**config.mk**
```make
export PLATFORM = sky130hd
export DESIGN_NAME = aux_reg_ctrl
export DESIGN_NICKNAME = d
export VERILOG_FILES = /design/src/rtl/aux_reg_ctrl.sv
export SDC_FILE = /design/constraint.sdc
export NUM_CORES = 1
export LEC_CHECK = 0
export CORE_MARGIN = 8
export CORE_UTILIZATION = 40
export CTS_CLUSTER_DIAMETER = 120
export CTS_CLUSTER_SIZE = 20
export DETAILED_ROUTE_END_ITERATION = 7
export PLACE_DENSITY_LB_ADDON = 0.12
export SYNTH_ARGS = -nofsm -noshare
export SYNTH_HDL_FRONTEND = slang
export SYNTH_SLANG_ARGS = --single-unit
```
**constraint.sdc**
```tcl
create_clock -name clk -period 2 [get_ports clk]
set_clock_uncertainty 0.05 [all_clocks]
set_input_delay 0.3 -clock clk [delete_from_list [all_inputs] [get_ports clk]]
set_output_delay 0.3 -clock clk [all_outputs]
set_load 0.02 [all_outputs]
```
**src/rtl/aux_reg_ctrl.sv**
```systemverilog
// aux_reg_ctrl: drives the 6-bit aux counter register (data/enable/clear).
// It clears the register on start and then steps it by one per accepted step request.
// When the fed-back count reaches the latched limit, it pulses done.
module aux_reg_ctrl #(
   parameter int WIDTH = 6
) (
   input  logic             clk,
   input  logic             rstn,
   input  logic             start_i,
   input  logic [WIDTH-1:0] limit_i,
   input  logic             step_i,
   input  logic             abort_i,
   input  logic [WIDTH-1:0] aux_fb_i,
   output logic [WIDTH-1:0] aux_d_o,
   output logic             aux_en_o,
   output logic             aux_clr_o,
   output logic             busy_o,
   output logic             done_o
);

   localparam logic [1:0] S_IDLE  = 2'd0;
   localparam logic [1:0] S_CLEAR = 2'd1;
   localparam logic [1:0] S_RUN   = 2'd2;
   localparam logic [1:0] S_DONE  = 2'd3;

   logic [1:0]       state_q, state_d;
   logic [WIDTH-1:0] limit_q, limit_d;

   // The data path is always fb+1. The wrap to 0 is harmless because enable is
   // never raised once fb has reached the limit.
   assign aux_d_o = aux_fb_i + WIDTH'(1);

   // Next-state and output decode; clear always wins over enable
   always_comb begin
      state_d   = state_q;
      limit_d   = limit_q;
      aux_en_o  = 1'b0;
      aux_clr_o = 1'b0;
      busy_o    = (state_q != S_IDLE);
      done_o    = 1'b0;
      case (state_q)
         S_IDLE: begin
            if (start_i) begin
               limit_d = limit_i;
               state_d = S_CLEAR;
            end
         end
         S_CLEAR: begin
            aux_clr_o = 1'b1;
            state_d   = abort_i ? S_IDLE : S_RUN;
         end
         S_RUN: begin
            if (abort_i) begin
               aux_clr_o = 1'b1;
               state_d   = S_IDLE;
            end else if (aux_fb_i >= limit_q) begin
               // also covers a corrupted count above the limit
               state_d = S_DONE;
            end else if (step_i) begin
               aux_en_o = 1'b1;
            end
         end
         S_DONE: begin
            done_o  = 1'b1;
            state_d = S_IDLE;
         end
         default: state_d = S_IDLE;
      endcase
   end

   // State and latched limit registers
   always_ff @(posedge clk or negedge rstn) begin
      if (!rstn) begin
         state_q <= S_IDLE;
         limit_q <= '0;
      end else begin
         state_q <= state_d;
         limit_q <= limit_d;
      end
   end

endmodule

```
==> results of run 1 <==
==> routing by layer <==
metal / share of wire (%) / up-vias
met4: 1.9 / 0
li1: - / 323
met5: 0 / -
met1: 45 / 280
met2: 47 / 22
met3: 5.4 / 4
==> cell type report <==
cell class	count	area, µm²
flip-flops and latches	8	200
repair buffers	44	378
inverters	10	37.5
clock buffers	3	22.5
well taps	16	20.0
multi-input cells	48	509
fillers	117	374
==> worst max-delay path by stage <==
stage	startpoint	end	depth (start not counted)
after global routing	aux_fb_i[1]	aux_en_o	6
after CTS	aux_fb_i[4]	aux_en_o	7
final	aux_fb_i[1]	aux_en_o	6
after global placement	aux_fb_i[0]	aux_en_o	8
after floorplan	aux_fb_i[0]	aux_en_o	6
after detailed placement	aux_fb_i[0]	aux_en_o	8
==> through the flow <==
| step | setup TNS, ns | area, µm² |
|---|---|---|
| 6_report | -0.0114 | 1170 |
| 5_1_grt | -0.0761 | 1170 |
| 4_1_cts | -0.0524 | 1140 |
| 3_5_place_dp | -2.26 | 1050 |
| 3_3_place_gp | -2.09 | 1050 |
| 2_1_floorplan | 0 | 667 |
==> logic make-up (layout without fill, tap and decap cells) <==
group | after synthesis | after routing | share of synthesized area, %
mux | 6 | 6 | 10.1
buf+inv | 10 | 57 | 5.63
xor+xnor | 4 | 4 | 5.25
simple gates | 17 | 17 | 15.2
flops | 8 | 8 | 30.0
fa+ha+maj | 12 | 12 | 22.5
compound gates | 9 | 9 | 11.3
==> what timing repair did <==
action / 4_1_cts / 5_1_grt
pin swaps: 8 / 4
endpoints found under the setup margin: 8 / 6
gates resized for setup: 25 / 13
setup buffers: 4 / 0
==> synth_stat cells (all sizes together), types with 2 or more instances <==
master and count:
nor3 2, nand3 2, nand2b 2, dfrtp 8, nand2 3, nor2b 3, a221oi 2, and2 2
inv 10, xnor2 2, mux2 6, a21oi 3, xor2 2, ha 12
==> sequential cells by signal, indices dropped and copies added (netlist names) <==
| signal | cells |
|---|---|
| limit_q | 6 |
| state_q | 2 |
==> report_power, final <==
part | internal [mW] | total (mW) | switching [mW]
Sequential | 0.247 | 0.292 | 0.0447
Clock | 0.0683 | 0.119 | 0.0502
Combinational | 0.452 | 0.872 | 0.420
==> critical path, stage by stage <==
cell and delay, ns:
clkdlybuf4s50_1 0.44, ha_1 0.32, a21o_4 0.21, a21oi_2 0.13, and2_4 0.15, buf_6 0.10
==> results.py, run 1 <==
metrics = {
    "outcome": {
        "violations": "setup timing",
        "outcome": "finished, violations left",
    },
    "clocking": {
        "cts_hold_buf": 0,
        "clkLatencyLatePin_ns": 0.25,
        "htreeDepth": 1,
        "cts_max_path_buffers": 2,
        "ctsRootBufferMaster": "clkbuf_4",
        "cts_tree": "yes",
        "numCtsBuffers": 3,
        "cts.sinks": 8,
        "clkTransAtPathRegs_ns": 0.05,
    },
    "detailed_routing": {
        "drtPass1Iterations": 4,
        "drt_iter0_markers": 3,
        "vias_per_cell": 4.88,
        "via_count": 629,
        "wl_per_cell_um": 13.6,
        "ant_nets": 0,
        "routed_wl_mm": 1.75,
        "drc": 0,
    },
    "power": {
        "peakVddDrop_uv": 797,
        "power_mw": 1.28,
        "p_per_area_mw_per_mm2": 1100,
        "power.leakage_nw": 0.573,
    },
    "yosys": {
        "syn-cell-area_um2": 667,
        "synth_top_cell_by_area": "dfrtp_1",
        "syn_inst": 66,
        "synth_nets": 95,
        "synthFlopType": "dfrtp_1",
        "seq_area_frac_synth_pct": 30.0,
        "synth_edf_count": 0,
        "synthDistinctLibCells": 23,
        "synth_area_leaders": "dfrtp_1 30%, ha_1 23%, mux2_2 10%",
        "ys_ff_latch": 8,
        "synth_top_area_share_pct": 30.0,
        "syn_avg_cell_area_um2": 10.1,
        "synthArstFlopShare_pct": 100,
        "yosysWarningCount": 0,
    },
    "die": {
        "die_w_um": 56.8,
        "core_area_mm2": 0.00154,
        "start_util_pct": 43.3,
        "io_pins": 27,
        "die_area_mm2": 0.00323,
        "row_count": 14,
        "die-height_um": 56.8,
    },
    "timing": {
        "fin_crit_ns": 2.01,
        "slew-limit-headroom_pct": 77.3,
        "fin_ws_ns": -0.0114,
        "drv_slew": 0,
        "hold_ws_ns": 0.273,
        "setup_viol": 1,
        "worst_pin_slew_ns": 0.337,
        "fmax_ghz": 0.497,
        "finalCritPeriodShare_pct": 101,
        "hold_violations": 0,
        "rsz0062_at_grt": "true",
    },
    "worst_setup_path": {
        "end_kind": "output port",
        "required_ns": 1.65,
        "crit_arrival_ns": 1.66,
        "cp-start-kind": "input pin",
        "worstSetupPathType": "input pin to output port",
        "r2r_cells": 11,
        "critPathMaxFanout": 2,
        "r2r_end": "state_q[1]",
        "r2r_slack_ns": 0.12,
        "reg2reg_from": "limit_q[5]",
    },
    "global_routing": {
        "met2_usage_pct": 18.2,
        "gr-total-overflow": 0,
        "grt-busiest-layer": "met2",
        "antenna_found_initial": 0,
        "grt_pass1_wl_mm": 2.93,
        "met3_usage_pct": 2.25,
        "grt_pass1_vias": 693,
        "grt_use_met1_pct": 12.8,
        "grt_max_degree": 9,
        "grt_use_total_pct": 11.1,
    },
    "layout": {
        "area_growth_pct": 75.0,
        "final_nets": 144,
        "layout_commonest_cell": "buf_4",
        "mostFrequentLayoutCells": "18 x buf_4, 13 x clkdlybuf4s50_1, 10 x inv_1",
        "drive_above_1_share_pct": 40.7,
        "diodes": 0,
        "final_cells": 129,
        "fin_util_pct": 75.7,
    },
    "place": {
        "gp_congestion": 0.821,
        "dp_hpwl_mm": 1.42,
        "dp_worst_setup_slack_ns": -0.726,
        "dp_cells": 122,
        "port_buffers": 26,
    },
    "job": {
        "max_cap_viol_count": 0,
    },
    "min_path": {
        "hp-class": "input pin to async pin",
    },
}
Power figures use the tool's default switching activity.
==> run 2: changes to the inputs <==
Settings changed: CORE_UTILIZATION 40 to 30.
Clock period 2 ns to 2.45 ns, I/O delays scaled along.
==> results.py, run 2 (synthesized netlist as in run 1, its figures left out) <==
metrics = {
    "outcome": {
        "outcome": "completed",
    },
    "place": {
        "gp_congestion": 0.699,
        "place_area_mm2": 0.00104,
        "dp_worst_setup_slack_ns": -0.415,
        "dp_hpwl_mm": 1.39,
        "port_buffers": 26,
    },
    "worst_setup_path": {
        "crit_arrival_ns": 1.94,
        "end_kind": "output port",
        "crit_chain": "clkdlybuf4s50_1 > inv_1 > ha_1 > nand2b_1 > a21o_2 > a21oi_2 > and2_1 > buf_4",
        "r2r_slack_ns": 0.74,
        "cp-start-kind": "input pin",
        "required_ns": 2.03,
        "r2r_cells": 7,
        "crit_slowest_cell": "clkdlybuf4s50_1",
        "crit_path_max_incr_delay_ns": 0.47,
        "worstSetupPathType": "input pin to output port",
        "r2r_end": "state_q[0]",
        "reg2reg_from": "state_q[0]",
        "critPathMaxFanout": 2,
    },
    "timing": {
        "fin_ws_ns": 0.0975,
        "finalCritPeriodShare_pct": 96.0,
        "slew-limit-headroom_pct": 76.8,
        "fin_crit_ns": 2.35,
        "fmax_ghz": 0.425,
        "hold_ws_ns": 0.337,
        "tns_ns": 0,
        "worst_pin_slew_ns": 0.346,
        "rsz0062_at_grt": "false",
        "setup_viol": 0,
        "drv_slew": 0,
        "hold_violations": 0,
    },
    "die": {
        "die_w_um": 63.2,
        "io_pins": 27,
        "start_util_pct": 31.0,
        "die-height_um": 63.2,
        "core_area_mm2": 0.00215,
        "die_area_mm2": 0.00399,
        "row_count": 17,
    },
    "power": {
        "peakVddDrop_uv": 439,
        "power_uw": 921,
        "power.leakage_nw": 0.518,
        "p_per_area_mw_per_mm2": 859,
    },
    "global_routing": {
        "gr-total-overflow": 0,
        "grt_pass1_vias": 599,
        "antenna_found_initial": 0,
        "grt_use_total_pct": 7.81,
        "grt_pass1_wl_mm": 2.59,
        "grt_max_degree": 9,
    },
    "job": {
        "max_cap_viol_count": 0,
    },
    "clocking": {
        "clkTransAtPathRegs_ns": 0.05,
        "numCtsBuffers": 3,
        "post-cts-setup-buffer-count": 0,
        "htreeDepth": 1,
        "ctsRootBufferMaster": "clkbuf_4",
        "clkLatencyLatePin_ns": 0.25,
        "cts_hold_buf": 0,
        "cts_max_path_buffers": 2,
        "cts_tree": "yes",
        "cts.sinks": 8,
    },
    "layout": {
        "area_growth_pct": 60.8,
        "top_regs": "limit_q (6), state_q (2)",
        "mostFrequentLayoutCells": "22 x clkdlybuf4s50_1, 12 x ha_1, 12 x buf_4",
        "fin_area_mm2": 0.00107,
        "diodes": 0,
        "n_fill_cell": 207,
        "final_nets": 137,
        "layout_commonest_cell": "clkdlybuf4s50_1",
        "drive_above_1_share_pct": 24.5,
        "regMostFlops": "limit_q",
        "largest_reg_flops": 6,
    },
    "min_path": {
        "hp-class": "input pin to async pin",
    },
    "detailed_routing": {
        "drt_iter0_markers": 8,
        "vias_per_cell": 4.28,
        "drc": 0,
        "via_count": 573,
        "wl_per_cell_um": 11.4,
        "drtPass1Iterations": 2,
        "ant_nets": 0,
        "routed_wl_mm": 1.53,
    },
}
-- run 2: routing by layer --
layer	track usage [%]	share of wire [%]
met5	0	0
met4	4.27	1.4
met3	2.47	7.2
met2	12.9	46
met1	8.65	45
-- run 2: worst max-delay path, delay by kind of cell --
family | cells | cell delay [ns]
buffers and inverters | 3 | 0.66
and+or+nand+nor | 2 | 0.27
AOI/OAI and AO/OA | 2 | 0.35
adders and majority gates | 1 | 0.28
-- run 2: timing repair --
action	CTS	global route
endpoints found under the hold margin	0	0
setup endpoints to repair	2	3
gates cloned	0	0
resized for setup	6	3
-- run 2: worst max-delay path by stage --
stage                     cells after the start        start  slack [ns]    endpoint
after floorplan                               6  aux_fb_i[0]        0.52    aux_en_o
after global placement                        8  aux_fb_i[0]       -0.40    aux_en_o
after detailed placement                      8  aux_fb_i[0]       -0.42    aux_en_o
after CTS                                     6  aux_fb_i[0]        0.05  aux_d_o[4]
after global routing                          8  aux_fb_i[0]      0.0001    aux_en_o
final                                         8  aux_fb_i[0]         0.1    aux_en_o
-- run 2: area by class of cell --
cell class | count | area [µm²] | share of cell area (%)
multi-input cells | 48 | 433 | 40.4
clock buffers | 3 | 22.5 | 2.10
inverters | 10 | 37.5 | 3.50
flip-flops and latches | 8 | 200 | 18.7
well taps | 28 | 35.0 | 3.27
repair buffers | 37 | 344 | 32.1
-- run 2: metrics by stage --
step | util, % | cells
floorplan | - | 66
global placement | 48.6 | 131
detailed placement | 48.6 | 131
CTS | 49.6 | 134
global route | 49.9 | 134
finish | 49.9 | 134
-- run 2: power by group --
| part | internal (mW) | switching (mW) |
|---|---|---|
| Sequential | 0.201 | 0.0357 |
| Combinational | 0.302 | 0.283 |
| Clock | 0.0559 | 0.0426 |
==> run 3: changes to the inputs <==
Settings changed: CORE_UTILIZATION 30 to 31, PLACE_DENSITY set to 0.59, PLACE_DENSITY_LB_ADDON 0.12 to not set.
==> results.py, run 3 (synthesized netlist as in run 1, its figures left out) <==
metrics = {
    "layout": {
        "fin_util_pct": 53.0,
        "fin_area_mm2": 0.00106,
        "largest_reg_flops": 6,
        "area_growth_pct": 59.1,
        "drive_above_1_share_pct": 23.8,
        "final_nets": 136,
        "layout_commonest_cell": "clkdlybuf4s50_1",
        "mostFrequentLayoutCells": "23 x clkdlybuf4s50_1, 12 x ha_1, 11 x buf_4",
        "n_fill_cell": 197,
        "final_cells": 132,
        "diodes": 0,
        "regMostFlops": "limit_q",
        "top_regs": "limit_q (6), state_q (2)",
    },
    "die": {
        "core_area_mm2": 0.00200,
        "io_pins": 27,
        "die_w_um": 62.4,
        "die_area_mm2": 0.00389,
        "row_count": 16,
        "die-height_um": 62.4,
        "start_util_pct": 33.3,
    },
    "clocking": {
        "htreeDepth": 1,
        "post-cts-setup-buffer-count": 0,
        "ctsRootBufferMaster": "clkbuf_4",
        "cts_hold_buf": 0,
        "clkLatencyLatePin_ns": 0.25,
        "cts_max_path_buffers": 2,
        "cts_tree": "yes",
        "cts.sinks": 8,
        "numCtsBuffers": 3,
        "clkTransAtPathRegs_ns": 0.05,
    },
    "place": {
        "dp_hpwl_mm": 1.35,
        "place_area_mm2": 0.00104,
        "port_buffers": 26,
        "dp_worst_setup_slack_ns": -0.460,
        "dp_cells": 129,
        "gp_congestion": 0.758,
    },
    "job": {
        "max_cap_viol_count": 0,
    },
    "detailed_routing": {
        "drtPass1Iterations": 4,
        "routed_wl_mm": 1.54,
        "via_count": 586,
        "wl_per_cell_um": 11.7,
        "drc": 0,
        "ant_nets": 0,
        "vias_per_cell": 4.44,
        "drt_iter0_markers": 7,
    },
    "worst_setup_path": {
        "reg2reg_from": "state_q[0]",
        "crit_path_end": "aux_d_o[3]",
        "r2r_slack_ns": 0.73,
        "critPathMaxFanout": 3,
        "worstSetupPathType": "input pin to output port",
        "crit_arrival_ns": 1.95,
        "r2r_end": "state_q[1]",
        "end_kind": "output port",
        "cp-start-kind": "input pin",
        "r2r_cells": 7,
        "required_ns": 2.03,
        "startpoint": "aux_fb_i[2]",
    },
    "global_routing": {
        "gr-total-overflow": 0,
        "grt_use_total_pct": 8.34,
        "grt_max_degree": 9,
        "grt_pass1_wl_mm": 2.60,
        "antenna_found_initial": 0,
        "grt_pass1_vias": 587,
    },
    "power": {
        "combPwrFrac_pct": 63.9,
        "switching_share_pct": 38.9,
        "peakVddDrop_uv": 410,
        "power.leakage_nw": 0.504,
        "power_uw": 916,
        "intPower_uw": 560,
        "p_switching_uw": 356,
        "pwr-share-seq_pct": 25.5,
        "clkPwrFrac_pct": 10.6,
        "p_per_area_mw_per_mm2": 863,
    },
    "timing": {
        "fin_ws_ns": 0.0839,
        "finalCritPeriodShare_pct": 96.6,
        "rsz0062_at_grt": "false",
        "worst_pin_slew_ns": 0.355,
        "fin_crit_ns": 2.37,
        "hold_violations": 0,
        "tns_ns": 0,
        "hold_ws_ns": 0.343,
        "drv_slew": 0,
        "fmax_ghz": 0.423,
        "slew-limit-headroom_pct": 76.2,
        "setup_viol": 0,
    },
    "min_path": {
        "hp-class": "input pin to async pin",
    },
    "outcome": {
        "outcome": "completed",
    },
}
-- run 3: cell count changes in the layout (fill, tap and decap cells not counted), sizes merged --
cell	change
buf	-1
dlymetal6s2s	-1
clkdlybuf4s50	+1
-- run 3: routing by layer --
layer  part of all wire [%]  track usage (%)  up-vias  wire (µm)
met2                     43             11.5       19        655
met4                    3.3             7.69        0         51
met5                      0                0        -          0
met1                     49             10.5      253        758
met3                    4.9             1.61        5         75
li1                       -                -      309          -
-- run 3: how the worst min path moves through the flow --
stage,end,cells after the start,from,slack (ns)
4_1_cts,state_q[0],1,rstn,0.35
2_1_floorplan,limit_q[0],0,rstn,0.02
3_3_place_gp,limit_q[4],1,limit_q[4],0.44
6_report,limit_q[4],1,rstn,0.34
3_5_place_dp,limit_q[4],1,limit_q[4],0.45
5_1_grt,limit_q[0],1,rstn,0.36
-- run 3: worst max-delay path, cell delays in order --
cell	delay, ns
clkdlybuf4s50_1	0.50
buf_4	0.13
and3_1	0.19
xor2_1	0.14
clkdlybuf4s50_1	0.62
-- run 3: timing repair --
| action | 4_1_cts | 5_1_grt |
|---|---|---|
| resized for setup | 6 | 2 |
| pin swaps | 0 | 1 |
| setup endpoints to repair | 2 | 1 |
-- run 3: final cells by class --
type / count / area (µm²) / area share [%]
timing repair buffer: 36 / 334 / 31.5
sequential: 8 / 200 / 18.9
inverter: 10 / 37.5 / 3.54
tap: 27 / 33.8 / 3.18
clock buffer: 3 / 22.5 / 2.12
multi-input combinational: 48 / 433 / 40.8
-- run 3: power groups by stage --
stage	clock, mW	sequential (mW)	combinational [mW]
6_report	0.0972	0.233	0.586
4_1_cts	0.105	0.235	0.594
3_3_place_gp	0	0.236	0.587
5_1_grt	0.107	0.243	0.668
3_5_place_dp	0	0.237	0.587
2_1_floorplan	0	0.233	0.370
